<file path="src/rtl/adc_uart_sequencer_pkg.sv">
// Shared types and constants for the ADC-to-UART sequencer.
// Latency: n/a (declarations only).
// Backpressure: n/a.
//
// Holds the sequencer FSM state enum, the ASCII byte constants used when
// rendering a sample as text, and the frame lengths of both output formats.
package adc_uart_pkg;

  typedef enum logic [2:0] {
    ST_IDLE      = 3'd0,
    ST_REQ       = 3'd1,
    ST_WAIT_DATA = 3'd2,
    ST_LOAD      = 3'd3,
    ST_WAIT_ACK  = 3'd4,
    ST_WAIT_DONE = 3'd5
  } state_e;

  localparam logic [7:0] CHAR_ZERO          = 8'h30;
  localparam logic [7:0] CHAR_CR            = 8'h0D;
  localparam logic [7:0] CHAR_LF            = 8'h0A;
  localparam logic [7:0] CHAR_HEX_ALPHA_OFS = 8'h37;

  // 12 binary digits + CR + LF, or 3 hex digits + CR + LF
  localparam int FRAME_LEN_BIN = 14;
  localparam int FRAME_LEN_HEX = 5;

  // Character index must cover the longer of the two frames.
  localparam int CHAR_IDX_W = 4;

  // Uppercase ASCII hex digit for one nibble.
  function automatic logic [7:0] hex_char(input logic [3:0] n);
    if (n < 4'd10) return CHAR_ZERO + {4'd0, n};
    else           return CHAR_HEX_ALPHA_OFS + {4'd0, n};
  endfunction

endpackage

</file>
<file path="src/rtl/adc_uart_sequencer_if.sv">
// Handshake bundle between the sequencer, the ADC receiver and the UART TX.
// Latency: n/a (wires only).
// Backpressure: n/a; flow control lives in the request/in-process and dv/ack signals.
//
// master: sequencer side (drives ADC request/config and UART byte/valid)
// slave : peripheral side (drives ADC busy/result and UART ack/complete)
interface adc_uart_sequencer_if;
  logic        o_adc_request;
  logic [5:0]  o_adc_cfg;
  logic        i_adc_conv_in_process;
  logic        i_adc_dv;
  logic [11:0] i_adc_data;
  logic [7:0]  o_tx_byte;
  logic        o_tx_dv;
  logic        i_tx_good_to_reset_dv;
  logic        i_tx_send_complete;

  modport master (
    output o_adc_request, o_adc_cfg, o_tx_byte, o_tx_dv,
    input  i_adc_conv_in_process, i_adc_dv, i_adc_data,
           i_tx_good_to_reset_dv, i_tx_send_complete
  );

  modport slave (
    input  o_adc_request, o_adc_cfg, o_tx_byte, o_tx_dv,
    output i_adc_conv_in_process, i_adc_dv, i_adc_data,
           i_tx_good_to_reset_dv, i_tx_send_complete
  );
endinterface

</file>
<file path="src/rtl/adc_uart_sequencer_ascii_char_mux.sv">
// Renders one ASCII character of a sample frame from the sample and char index.
// Latency: combinational, zero cycles.
// Backpressure: none; output follows inputs.
//
// Ports: sample_i (captured 12-bit sample), idx_i (char position in frame),
//        byte_o (ASCII byte), last_o (idx_i is the final char of the frame).
// Build option ADC_UART_HEX_FORMAT_EN: defined -> "XYZ\r\n" hex frame,
// undefined -> 12 binary digits MSB first then "\r\n".
module ascii_char_mux
  import adc_uart_pkg::*;
(
  input  logic [11:0]           sample_i,
  input  logic [CHAR_IDX_W-1:0] idx_i,
  output logic [7:0]            byte_o,
  output logic                  last_o
);

  always_comb begin
    byte_o = CHAR_LF;
    last_o = 1'b0;
`ifdef ADC_UART_HEX_FORMAT_EN
    case (idx_i)
      4'd0:    byte_o = hex_char(sample_i[11:8]);
      4'd1:    byte_o = hex_char(sample_i[7:4]);
      4'd2:    byte_o = hex_char(sample_i[3:0]);
      4'd3:    byte_o = CHAR_CR;
      default: byte_o = CHAR_LF;
    endcase
    last_o = (idx_i == CHAR_IDX_W'(FRAME_LEN_HEX - 1));
`else
    // Index 0 is bit 11, so the frame reads MSB first.
    if (idx_i < 4'd12)
      byte_o = CHAR_ZERO + {7'd0, sample_i[4'd11 - idx_i]};
    else if (idx_i == 4'd12)
      byte_o = CHAR_CR;
    else
      byte_o = CHAR_LF;
    last_o = (idx_i == CHAR_IDX_W'(FRAME_LEN_BIN - 1));
`endif
  end

endmodule

</file>
<file path="src/rtl/adc_uart_sequencer.sv">
// Periodic ADC sampler that streams each 12-bit result to the UART as ASCII text.
// Latency: request 1 cycle after tick; first byte 2 cycles after ADC dv; 1 byte per UART handshake.
// Backpressure: holds each byte until UART ack + send-complete; ticks while busy are dropped and flagged.
//
// Ports: i_clk, i_rst_n (async active-low), i_enable, i_clr_status,
//        bus (master modport: ADC request/cfg/busy/dv/data, UART byte/dv/ack/complete),
//        o_busy (FSM not idle), o_overrun (sticky dropped tick), o_adc_err (sticky ADC timeout).
// Build option ADC_UART_HEX_FORMAT_EN selects the 5-byte hex frame instead of the
// 14-byte binary frame (handled inside ascii_char_mux).
module adc_uart_sequencer
  import adc_uart_pkg::*;
#(
  parameter int unsigned SAMPLE_PERIOD = 50000000,
  parameter int unsigned ADC_TIMEOUT   = 4096,
  parameter logic [5:0]  ADC_CFG       = 6'b100000
) (
  input  logic                  i_clk,
  input  logic                  i_rst_n,
  input  logic                  i_enable,
  input  logic                  i_clr_status,
  adc_uart_sequencer_if.master  bus,
  output logic                  o_busy,
  output logic                  o_overrun,
  output logic                  o_adc_err
);

  localparam int TICK_W = $clog2(SAMPLE_PERIOD);
  localparam int TO_W   = $clog2(ADC_TIMEOUT);

  state_e                state_q, state_d;
  logic [TICK_W-1:0]     tick_cnt_q, tick_cnt_d;
  logic [TO_W-1:0]       to_cnt_q, to_cnt_d;
  logic [11:0]           sample_q, sample_d;
  logic [CHAR_IDX_W-1:0] idx_q, idx_d;
  logic [7:0]            tx_byte_q, tx_byte_d;
  logic                  tx_dv_q, tx_dv_d;
  logic                  req_q, req_d;
  logic                  busy_q;
  logic                  overrun_q, overrun_d;
  logic                  adc_err_q, adc_err_d;

  logic                  tick;
  logic                  adc_err_set;
  logic                  advance;
  logic [7:0]            char_byte;
  logic                  char_last;

  ascii_char_mux u_char_mux (
    .sample_i (sample_q),
    .idx_i    (idx_q),
    .byte_o   (char_byte),
    .last_o   (char_last)
  );

  // Free-running sample period counter, parked at zero while disabled so the
  // first tick lands a full period after enable rises.
  assign tick = i_enable && (tick_cnt_q == TICK_W'(SAMPLE_PERIOD - 1));

  always_comb begin
    tick_cnt_d = tick_cnt_q;
    if (!i_enable || tick) tick_cnt_d = '0;
    else                   tick_cnt_d = tick_cnt_q + TICK_W'(1);
  end

  // A byte is finished once the UART reports send-complete after accepting it;
  // ack and complete arriving together in WAIT_ACK count as both.
  assign advance = ((state_q == ST_WAIT_ACK) && bus.i_tx_good_to_reset_dv && bus.i_tx_send_complete) ||
                   ((state_q == ST_WAIT_DONE) && bus.i_tx_send_complete);

  always_comb begin
    state_d     = state_q;
    to_cnt_d    = to_cnt_q;
    sample_d    = sample_q;
    idx_d       = idx_q;
    tx_byte_d   = tx_byte_q;
    tx_dv_d     = tx_dv_q;
    req_d       = req_q;
    adc_err_set = 1'b0;

    case (state_q)
      ST_IDLE: begin
        if (tick) begin
          state_d  = ST_REQ;
          req_d    = 1'b1;
          to_cnt_d = '0;
        end
      end

      // The timeout runs from the request, so REQ and WAIT_DATA share it.
      // A result arriving before the busy indication is taken just the same.
      ST_REQ, ST_WAIT_DATA: begin
        to_cnt_d = to_cnt_q + TO_W'(1);
        if (bus.i_adc_dv) begin
          sample_d = bus.i_adc_data;
          idx_d    = '0;
          req_d    = 1'b0;
          state_d  = ST_LOAD;
        end else if (to_cnt_q == TO_W'(ADC_TIMEOUT - 1)) begin
          adc_err_set = 1'b1;
          req_d       = 1'b0;
          state_d     = ST_IDLE;
        end else if ((state_q == ST_REQ) && bus.i_adc_conv_in_process) begin
          req_d   = 1'b0;
          state_d = ST_WAIT_DATA;
        end
      end

      ST_LOAD: begin
        tx_byte_d = char_byte;
        tx_dv_d   = 1'b1;
        state_d   = ST_WAIT_ACK;
      end

      ST_WAIT_ACK: begin
        if (bus.i_tx_good_to_reset_dv) begin
          tx_dv_d = 1'b0;
          state_d = ST_WAIT_DONE;
        end
      end

      ST_WAIT_DONE: ;

      default: state_d = ST_IDLE;
    endcase

    if (advance) begin
      if (char_last) begin
        idx_d   = '0;
        state_d = ST_IDLE;
      end else begin
        idx_d   = idx_q + CHAR_IDX_W'(1);
        state_d = ST_LOAD;
      end
    end
  end

  // Sticky flags: a set event in the same cycle as a clear wins.
  always_comb begin
    overrun_d = overrun_q;
    adc_err_d = adc_err_q;
    if (i_clr_status) begin
      overrun_d = 1'b0;
      adc_err_d = 1'b0;
    end
    if (tick && (state_q != ST_IDLE)) overrun_d = 1'b1;
    if (adc_err_set)                  adc_err_d = 1'b1;
  end

  always_ff @(posedge i_clk or negedge i_rst_n) begin
    if (!i_rst_n) begin
      state_q    <= ST_IDLE;
      tick_cnt_q <= '0;
      to_cnt_q   <= '0;
      sample_q   <= '0;
      idx_q      <= '0;
      tx_byte_q  <= '0;
      tx_dv_q    <= 1'b0;
      req_q      <= 1'b0;
      busy_q     <= 1'b0;
      overrun_q  <= 1'b0;
      adc_err_q  <= 1'b0;
    end else begin
      state_q    <= state_d;
      tick_cnt_q <= tick_cnt_d;
      to_cnt_q   <= to_cnt_d;
      sample_q   <= sample_d;
      idx_q      <= idx_d;
      tx_byte_q  <= tx_byte_d;
      tx_dv_q    <= tx_dv_d;
      req_q      <= req_d;
      busy_q     <= (state_d != ST_IDLE);
      overrun_q  <= overrun_d;
      adc_err_q  <= adc_err_d;
    end
  end

  assign bus.o_adc_request = req_q;
  assign bus.o_adc_cfg     = ADC_CFG;
  assign bus.o_tx_byte     = tx_byte_q;
  assign bus.o_tx_dv       = tx_dv_q;
  assign o_busy            = busy_q;
  assign o_overrun         = overrun_q;
  assign o_adc_err         = adc_err_q;

endmodule

</file>
<file path="src/flat_wrapper.sv">
// flat-port wrapper written by rule: the top's interface ports become plain ports
module adc_uart_sequencer_flat import adc_uart_pkg::*;
#(
  parameter int unsigned SAMPLE_PERIOD = 50000000,
  parameter int unsigned ADC_TIMEOUT   = 4096,
  parameter logic [5:0]  ADC_CFG       = 6'b100000
)
  (i_clk, i_rst_n, i_enable, i_clr_status, o_busy, o_overrun, o_adc_err, bus_o_adc_request, bus_o_adc_cfg, bus_o_tx_byte, bus_o_tx_dv, bus_i_adc_conv_in_process, bus_i_adc_dv, bus_i_adc_data, bus_i_tx_good_to_reset_dv, bus_i_tx_send_complete);
  adc_uart_sequencer_if bus_i ();
  input  logic i_clk;
  input  logic i_rst_n;
  input  logic i_enable;
  input  logic i_clr_status;
  output logic o_busy;
  output logic o_overrun;
  output logic o_adc_err;
  output wire logic [$bits(bus_i.o_adc_request)-1:0] bus_o_adc_request;
  output wire logic [$bits(bus_i.o_adc_cfg)-1:0] bus_o_adc_cfg;
  output wire logic [$bits(bus_i.o_tx_byte)-1:0] bus_o_tx_byte;
  output wire logic [$bits(bus_i.o_tx_dv)-1:0] bus_o_tx_dv;
  input wire logic [$bits(bus_i.i_adc_conv_in_process)-1:0] bus_i_adc_conv_in_process;
  input wire logic [$bits(bus_i.i_adc_dv)-1:0] bus_i_adc_dv;
  input wire logic [$bits(bus_i.i_adc_data)-1:0] bus_i_adc_data;
  input wire logic [$bits(bus_i.i_tx_good_to_reset_dv)-1:0] bus_i_tx_good_to_reset_dv;
  input wire logic [$bits(bus_i.i_tx_send_complete)-1:0] bus_i_tx_send_complete;
  assign bus_o_adc_request = bus_i.o_adc_request;
  assign bus_o_adc_cfg = bus_i.o_adc_cfg;
  assign bus_o_tx_byte = bus_i.o_tx_byte;
  assign bus_o_tx_dv = bus_i.o_tx_dv;
  assign bus_i.i_adc_conv_in_process = bus_i_adc_conv_in_process;
  assign bus_i.i_adc_dv = bus_i_adc_dv;
  assign bus_i.i_adc_data = bus_i_adc_data;
  assign bus_i.i_tx_good_to_reset_dv = bus_i_tx_good_to_reset_dv;
  assign bus_i.i_tx_send_complete = bus_i_tx_send_complete;
  adc_uart_sequencer #(.SAMPLE_PERIOD(SAMPLE_PERIOD), .ADC_TIMEOUT(ADC_TIMEOUT), .ADC_CFG(ADC_CFG)) u_core (.i_clk(i_clk), .i_rst_n(i_rst_n), .i_enable(i_enable), .i_clr_status(i_clr_status), .bus(bus_i), .o_busy(o_busy), .o_overrun(o_overrun), .o_adc_err(o_adc_err));
endmodule
</file>
<file path="config.mk">
export PLATFORM = sky130hd
export DESIGN_NAME = adc_uart_sequencer_flat
export DESIGN_NICKNAME = d
export VERILOG_FILES = /design/src/rtl/adc_uart_sequencer_pkg.sv /design/src/rtl/adc_uart_sequencer_if.sv /design/src/rtl/adc_uart_sequencer_ascii_char_mux.sv /design/src/rtl/adc_uart_sequencer.sv /design/src/flat_wrapper.sv
export SDC_FILE = /design/constraint.sdc
export NUM_CORES = 1
export LEC_CHECK = 0
export ABC_AREA = 1
export CAP_MARGIN = 10
export CORE_MARGIN = 2
export CORE_UTILIZATION = 40
export CTS_BUF_LIST = sky130_fd_sc_hd__clkbuf_4 sky130_fd_sc_hd__clkbuf_8 sky130_fd_sc_hd__clkbuf_16
export CTS_CLUSTER_DIAMETER = 50
export DETAILED_ROUTE_END_ITERATION = 7
export PLACE_DENSITY = 0.71
export SYNTH_ARGS = -nofsm -noshare
export SYNTH_HDL_FRONTEND = slang
export SYNTH_SLANG_ARGS = --single-unit
export TNS_END_PERCENT = 10
</file>
<file path="constraint.sdc">
create_clock -name i_clk -period 1.85 [get_ports i_clk]
set_clock_uncertainty 0.2 [all_clocks]
set_input_delay 0.37 -clock i_clk [delete_from_list [all_inputs] [get_ports i_clk]]
set_output_delay 0.37 -clock i_clk [all_outputs]
set_load 0.05 [all_outputs]
</file>
==> flow_summary.toml, run 1 <==
[sta]
drv_slew = 0
max_clock_freq_mhz = 578.2
hold_viol = 0
tns_ps = 0
finalCriticalPeriod_ps = 1729
finalSetupViolCount = 0
min_period_over_period_pct = 93.49
grt_setup_unrepaired = "true"

[yosys]
synth.yosys.seq_area_share_pct = 46.02
synthTopCellsByCount = "nand2_1, nor2_1, dfrtp_1, inv_1, nand3_1"
synth_area_sq_um = 3643
syn_inst = 496
synth_edf_count = 0
yosys_register_bits = 67
avgSynthCellArea_sq_um = 7.346
synth-main-ff-cell = "dfrtp_1"
yosysTopAreaCellShare_pct = 46.02
synth.most_common_cell = "nand2_1"
synth_area_leader_cell = "dfrtp_1"
async_reset_ff_share_pct = 100.0
synth.area.top_cells = "dfrtp_1, nand2_1, nor2_1"
ys_warn_count = 0
yosysUniqueCellTypes = 35

[pwr]
power_switching_uw = 1863
p_clk_share_pct = 27.8
p_comb_share_pct = 31.5
p_int_uw = 3132
swShare_pct = 37.29
seq_power_share_pct = 40.7
p_leak_uw = 0.002113
pwr_density_cell_nw_per_um2 = 1137
vdd_drop_max_uv = 577.7

[cells_and_area]
drive_gt1_share_pct = 13.09
nets = 568
layout.cells.non_filler = 658
fillCellCount = 863
n_antenna_cell = 0
area_growth_pct = 20.60
seqCellArea_sq_um = 1677
multi_input_area_sq_um = 1652

[global_routing]
grt_pass1_wl_mm = 13.44
grt-ovfl-total = 0
grt_pass1_vias = 3063
grt_start_max_net_pins = 68
grt_use_total_pct = 16.81
antenna_found_initial = 0

[place]
port_buffers = 30
gp_congestion = 0.9054
hpwl_mm = 5.722
dp.cells = 641

[drt]
drtIter0Drc = 90
first_pass_iters = 4
drc = 0
drt-total-wl_mm = 7.724
vias_per_cell = 4.854
ant_nets = 0
vias = 3194
avgRoutedWirePerCell_microns = 11.74

[floorplanning]
dieArea_sq_um = 9888
io_pins = 39
die_y_microns = 99.44
rows = 34
initial_core_util_pct = 41.58
chipWidth_microns = 99.44
core-area_sq_um = 8763

[clocking]
cts_setup_buffers = 0
numClockSinks = 67
cts_root_buf = "clkbuf_8"
numCtsBuffers = 9
htree_levels = 3
clkLatencyLatePin_ps = 350
cts_max_path_buffers = 2
cts_tree = "built"
clk_pin_slew_ps = 70

[worst_setup_path]
slowest_stage = "dfrtp_1"
cp.required_ps = 1880
r2r_cells = 9
critical_path_class = "flip-flop to flip-flop"
slowest_delay_ps = 400
cp.arrival_ps = 1760
crit_top_cell = "nand2_1"
critPathBufInv = 1
start_kind = "flip-flop"
critical_path_depth = 9
worst_path_dominant_cell_family = "simple AND/OR/NAND/NOR gates"
crit_chain = "nand2_1, nor2_2, nand2_1, nor2_2, nand2_1, nand2_2, inv_2, o21ai_0, nor2_1"
worstSetupEndpointType = "flip-flop"
path_max_fanout = 5

[worst_hold_path]
hold_class = "flip-flop to flip-flop"
min_path_cells = 2

[status]
status = "complete, no violations"

[flow_run]
drv_cap = 0
[sequential cells by signal, summed over array words and instances (netlist names)]
signal,flops
u_core.bus.o_adc_request,1
u_core.bus.o_tx_dv,1
u_core.o_overrun,1
u_core.idx_q,4
u_core.o_busy,1
u_core.to_cnt_q,12
u_core.bus.o_tx_byte,5
u_core.o_adc_err,1
u_core.tick_cnt_q,26
u_core.sample_q,12
u_core.state_q,3
[cells in the final DEF (no fill, tap or decap), types with 2 or more instances in the layout]
cell               n
nand2_1          152
nor2_1            73
dfrtp_1           67
inv_1             52
nand3_1           36
buf_4             25
clkdlybuf4s50_1   18
o21ai_0           16
nor3_1            13
a21oi_1           13
clkbuf_8          10
conb_1             8
nand4_1            7
inv_2              7
nor2_2             6
xor2_1             5
buf_12             5
xnor2_1            4
nand2_2            3
o211ai_1           3
nand3_2            2
nor2_4             2
ha_1               2
bufinv_16          2
clkinvlp_4         2
[cells by family (layout without fill, tap and decap cells)]
group	count (synthesis)	after routing	synth area share [%]
AND/OR/NAND/NOR	301	301	35.34
buffers and inverters	77	125	9.684
flip-flops	67	67	46.02
AO/OA/AOI/OAI	37	37	5.563
XOR/XNOR	9	9	2.163
adder cells (fa/ha/maj)	3	3	1.030
other	2	8	0.2061
[power groups by stage]
stage | logic [uW] | clock network (uW) | registers (uW)
global placement | 1530 | 0 | 2040
floorplan | 1140 | 0 | 2060
CTS | 1580 | 1420 | 2030
finish | 1570 | 1390 | 2030
global route | 1810 | 1490 | 2080
detailed placement | 1570 | 0 | 2050
[metal layers]
layer | wire length (microns) | global-route usage (%) | vias to the layer above
met5 | 0 | 0 | -
met4 | 165 | 7.271 | 0
met3 | 249 | 2.670 | 14
met2 | 3822 | 28.79 | 63
met1 | 3487 | 21.05 | 1479
li1 | - | - | 1638
[per-stage QoR]
| step | cell area (sq um) | hold WS, ps | setup WS, ps | util, % | total power [uW] |
|---|---|---|---|---|---|
| final | 4394 | 279.7 | 120.5 | 50.14 | 4995 |
| after global routing | 4394 | 300.7 | -29.25 | 50.14 | 5375 |
| after CTS | 4379 | 284.6 | 90.53 | 49.97 | 5028 |
| after detailed placement | 4143 | 222.3 | 56.68 | 47.27 | 3628 |
| after global placement | 4143 | 216.1 | 88.13 | 47.27 | 3571 |
| after floorplan | 3666 | -125.6 | 223.0 | - | 3201 |
[layout make-up]
| cell class | instances | area share (%) |
|---|---|---|
| clock buffers | 10 | 3.132 |
| clock inverters | 6 | 2.022 |
| inverters | 59 | 5.040 |
| multi-input cells | 358 | 37.59 |
| flip-flops and latches | 67 | 38.15 |
| well taps | 108 | 3.075 |
| repair buffers | 50 | 10.99 |
[final timing paths]
path                                                       from                              end  slack (ps)
worst min-delay path            u_core.sample_q[10]$_DFFE_PN0P_  u_core.sample_q[10]$_DFFE_PN0P_         280
worst max-delay path            u_core.tick_cnt_q[21]$_DFF_PN0_   u_core.tick_cnt_q[3]$_DFF_PN0_         120
max in group asynchronous                               i_rst_n   u_core.sample_q[8]$_DFFE_PN0P_         790
worst min register to register  u_core.sample_q[10]$_DFFE_PN0P_  u_core.sample_q[10]$_DFFE_PN0P_         280
worst max register to register  u_core.tick_cnt_q[21]$_DFF_PN0_   u_core.tick_cnt_q[3]$_DFF_PN0_         120
min in group asynchronous                               i_rst_n  u_core.tick_cnt_q[15]$_DFF_PN0_         350
[worst min-delay path, delay by kind of cell (launching register included)]
family / cells / cell delay [ps]
DFF: 1 / 350
and+or+nand+nor: 2 / 90
[timing repair]
action / in CTS / in global routing
resized for setup: 0 / 4
endpoints found under the setup margin: 0 / 15
hold endpoints to repair: 67 / 0
hold buffers: 1 / 0
Note: power is estimated with default switching activity, not from simulation.
==> run 2, diff against run 1 <==
--- a/config.mk
+++ b/config.mk
@@ -13,6 +13,7 @@
 export CTS_CLUSTER_DIAMETER = 50
 export DETAILED_ROUTE_END_ITERATION = 7
 export PLACE_DENSITY = 0.71
+export SKIP_CTS_REPAIR_TIMING = 1
 export SYNTH_ARGS = -nofsm -noshare
 export SYNTH_HDL_FRONTEND = slang
 export SYNTH_SLANG_ARGS = --single-unit
==> results of run 2 <==
No change in the layout: final DEF, timing and power equal those of run 1.
==> run 3, diff against run 2 <==
--- a/config.mk
+++ b/config.mk
@@ -9,9 +9,10 @@
 export CAP_MARGIN = 10
 export CORE_MARGIN = 2
 export CORE_UTILIZATION = 40
-export CTS_BUF_LIST = sky130_fd_sc_hd__clkbuf_4 sky130_fd_sc_hd__clkbuf_8 sky130_fd_sc_hd__clkbuf_16
+export CTS_BUF_LIST = sky130_fd_sc_hd__clkbuf_8
 export CTS_CLUSTER_DIAMETER = 50
 export DETAILED_ROUTE_END_ITERATION = 7
+export GPL_TIMING_DRIVEN = 0
 export PLACE_DENSITY = 0.71
 export SKIP_CTS_REPAIR_TIMING = 1
 export SYNTH_ARGS = -nofsm -noshare
==> flow_summary.toml, run 3 (synthesis gave the netlist of run 1 again) <==
[status]
status = "finished, violations left"
violations = "hold timing"

[clocking]
numCtsBuffers = 9
cts_max_path_buffers = 2
cts_tree = "built"
htree_levels = 3
numClockSinks = 67
cts_root_buf = "clkbuf_8"
clkLatencyLatePin_ps = 340
clk_pin_slew_ps = 80

[place]
gp_congestion = 0.8524
dp.cells = 640
dpl_worst_slack_ps = -72.87
port_buffers = 30
hpwl_mm = 5.598

[floorplanning]
die_y_microns = 99.44
rows = 34
core-area_sq_um = 8763
chipWidth_microns = 99.44
io_pins = 39
initial_core_util_pct = 41.58
dieArea_sq_um = 9888

[cells_and_area]
seqCellArea_sq_um = 1678
fillCellCount = 867
largest-register = "u_core.tick_cnt_q"
n_antenna_cell = 0
nets = 566
layout.cells.non_filler = 656
top_regs = "u_core.tick_cnt_q (26), u_core.sample_q (12), u_core.to_cnt_q (12)"
final_common_cell = "nand2_1"
multi_input_area_sq_um = 1649
layout_common_cells = "nand2_1, nor2_1, dfrtp_1"
drive_gt1_share_pct = 10.77
area_growth_pct = 19.16
largest_register_ffs = 26

[drt]
avgRoutedWirePerCell_microns = 11.67
vias = 3180
drtIter0Drc = 110
ant_nets = 0
vias_per_cell = 4.848
drc = 0
drt-total-wl_mm = 7.658
first_pass_iters = 4

[sta]
fin_ws_ps = 21.14
worst_pin_slew_ps = 850.7
holdWs_ps = -84.16
finalCriticalPeriod_ps = 1829
grt_setup_unrepaired = "true"
max_clock_freq_mhz = 546.8
hold_viol = 67
relSlewSlack_pct = 43.29
drv_slew = 0
min_period_over_period_pct = 98.86
finalSetupViolCount = 0

[pwr]
vdd_drop_max_uv = 799.1
seq_power_share_pct = 40.9
p_comb_share_pct = 33.4
p_clk_share_pct = 25.7
finalPower_uw = 4868
pwr_density_cell_nw_per_um2 = 1121
p_int_uw = 2995
power_switching_uw = 1874
p_leak_uw = 0.002184
swShare_pct = 38.49

[worst_setup_path]
r2r_cells = 9
cp.required_ps = 1920
r2r_end = "u_core.tick_cnt_q[22]$_DFF_PN0_"
cp.arrival_ps = 1900
endpoint = "u_core.tick_cnt_q[22]$_DFF_PN0_"
worstSetupEndpointType = "flip-flop"
crit_start = "u_core.tick_cnt_q[0]$_DFF_PN0_"
start_kind = "flip-flop"
critical_path_class = "flip-flop to flip-flop"
reg2reg_slack_ps = 20
r2r_start = "u_core.tick_cnt_q[0]$_DFF_PN0_"
path_max_fanout = 7

[global_routing]
grt_pass1_wl_mm = 13.33
grt_use_met2_pct = 28.38
antenna_found_initial = 0
grt_pass1_vias = 3026
grt-ovfl-total = 0
use_met3_pct = 3.584
top_usage_layer = "met2"
grt_use_met1_pct = 20.29
grt_start_max_net_pins = 68
grt_use_total_pct = 16.56

[worst_hold_path]
hold_class = "input pin to asynchronous set/reset pin"

[flow_run]
drv_cap = 0
[run 3: cell types whose count changed in the layout (fill, tap and decap cells not counted), sizes merged]
cell          before  now
bufinv             2    1
buf               31   18
clkbuf            10   11
dlymetal6s2s       0   11
dlygate4sd3        1    0
inv               59   60
[run 3: worst min path at each step]
stage               depth (start not counted)                      startpoint                                    to  slack (ps)
floorplan                                   0                         i_rst_n  u_core.bus.o_adc_request$_DFFE_PN0P_        -130
global placement                            2  u_core.sample_q[2]$_DFFE_PN0P_        u_core.sample_q[2]$_DFFE_PN0P_         260
detailed placement                          2  u_core.bus.o_tx_dv$_DFFE_PN0P_        u_core.bus.o_tx_dv$_DFFE_PN0P_         260
CTS                                         1                         i_rst_n       u_core.tick_cnt_q[24]$_DFF_PN0_         -40
global route                                1                         i_rst_n        u_core.to_cnt_q[8]$_DFFE_PN0P_          20
finish                                      1                         i_rst_n       u_core.tick_cnt_q[13]$_DFF_PN0_         -80
[run 3: critical path: stages (launching register included)]
cell and delay, ps:
dfrtp_2 430, ha_1 210, nand3_2 120, nor2_2 180, nand2_1 130, nor2_4 150, nand3_1 110, nand2_1 80
nand2_1 50, nor2_1 90
[run 3: power by group through the flow]
stage / Sequential, uW / Combinational (uW) / Clock [uW]
2_1_floorplan: 2060 / 1140 / 0
3_3_place_gp: 2000 / 1580 / 0
3_5_place_dp: 2010 / 1620 / 0
4_1_cts: 1990 / 1630 / 1290
5_1_grt: 2020 / 1860 / 1340
6_report: 1990 / 1620 / 1250
[run 3: per-stage QoR]
step	utilization, %	area, sq um	setup TNS [ps]
2_1_floorplan	-	3666	0
3_3_place_gp	46.80	4101	-137670
3_5_place_dp	46.77	4099	-173.7
4_1_cts	49.07	4300	-2911
5_1_grt	49.54	4342	-413.4
6_report	49.54	4342	0
[run 3: layer usage]
metal | share of wire [%] | wire, microns | up-vias
met5 | 0 | 0 | -
met4 | 1.9 | 143 | 0
met3 | 3.4 | 262 | 12
met2 | 50 | 3851 | 45
met1 | 44 | 3400 | 1490
li1 | - | - | 1633
[run 3: cell type report]
class	count	area share, %
buffer	18	3.026
clock buffer	10	3.170
clock inverter	6	1.470
inverter	59	5.101
multi-input combinational	358	37.98
sequential	67	38.65
tap	108	3.112
timing repair buffer	30	7.493
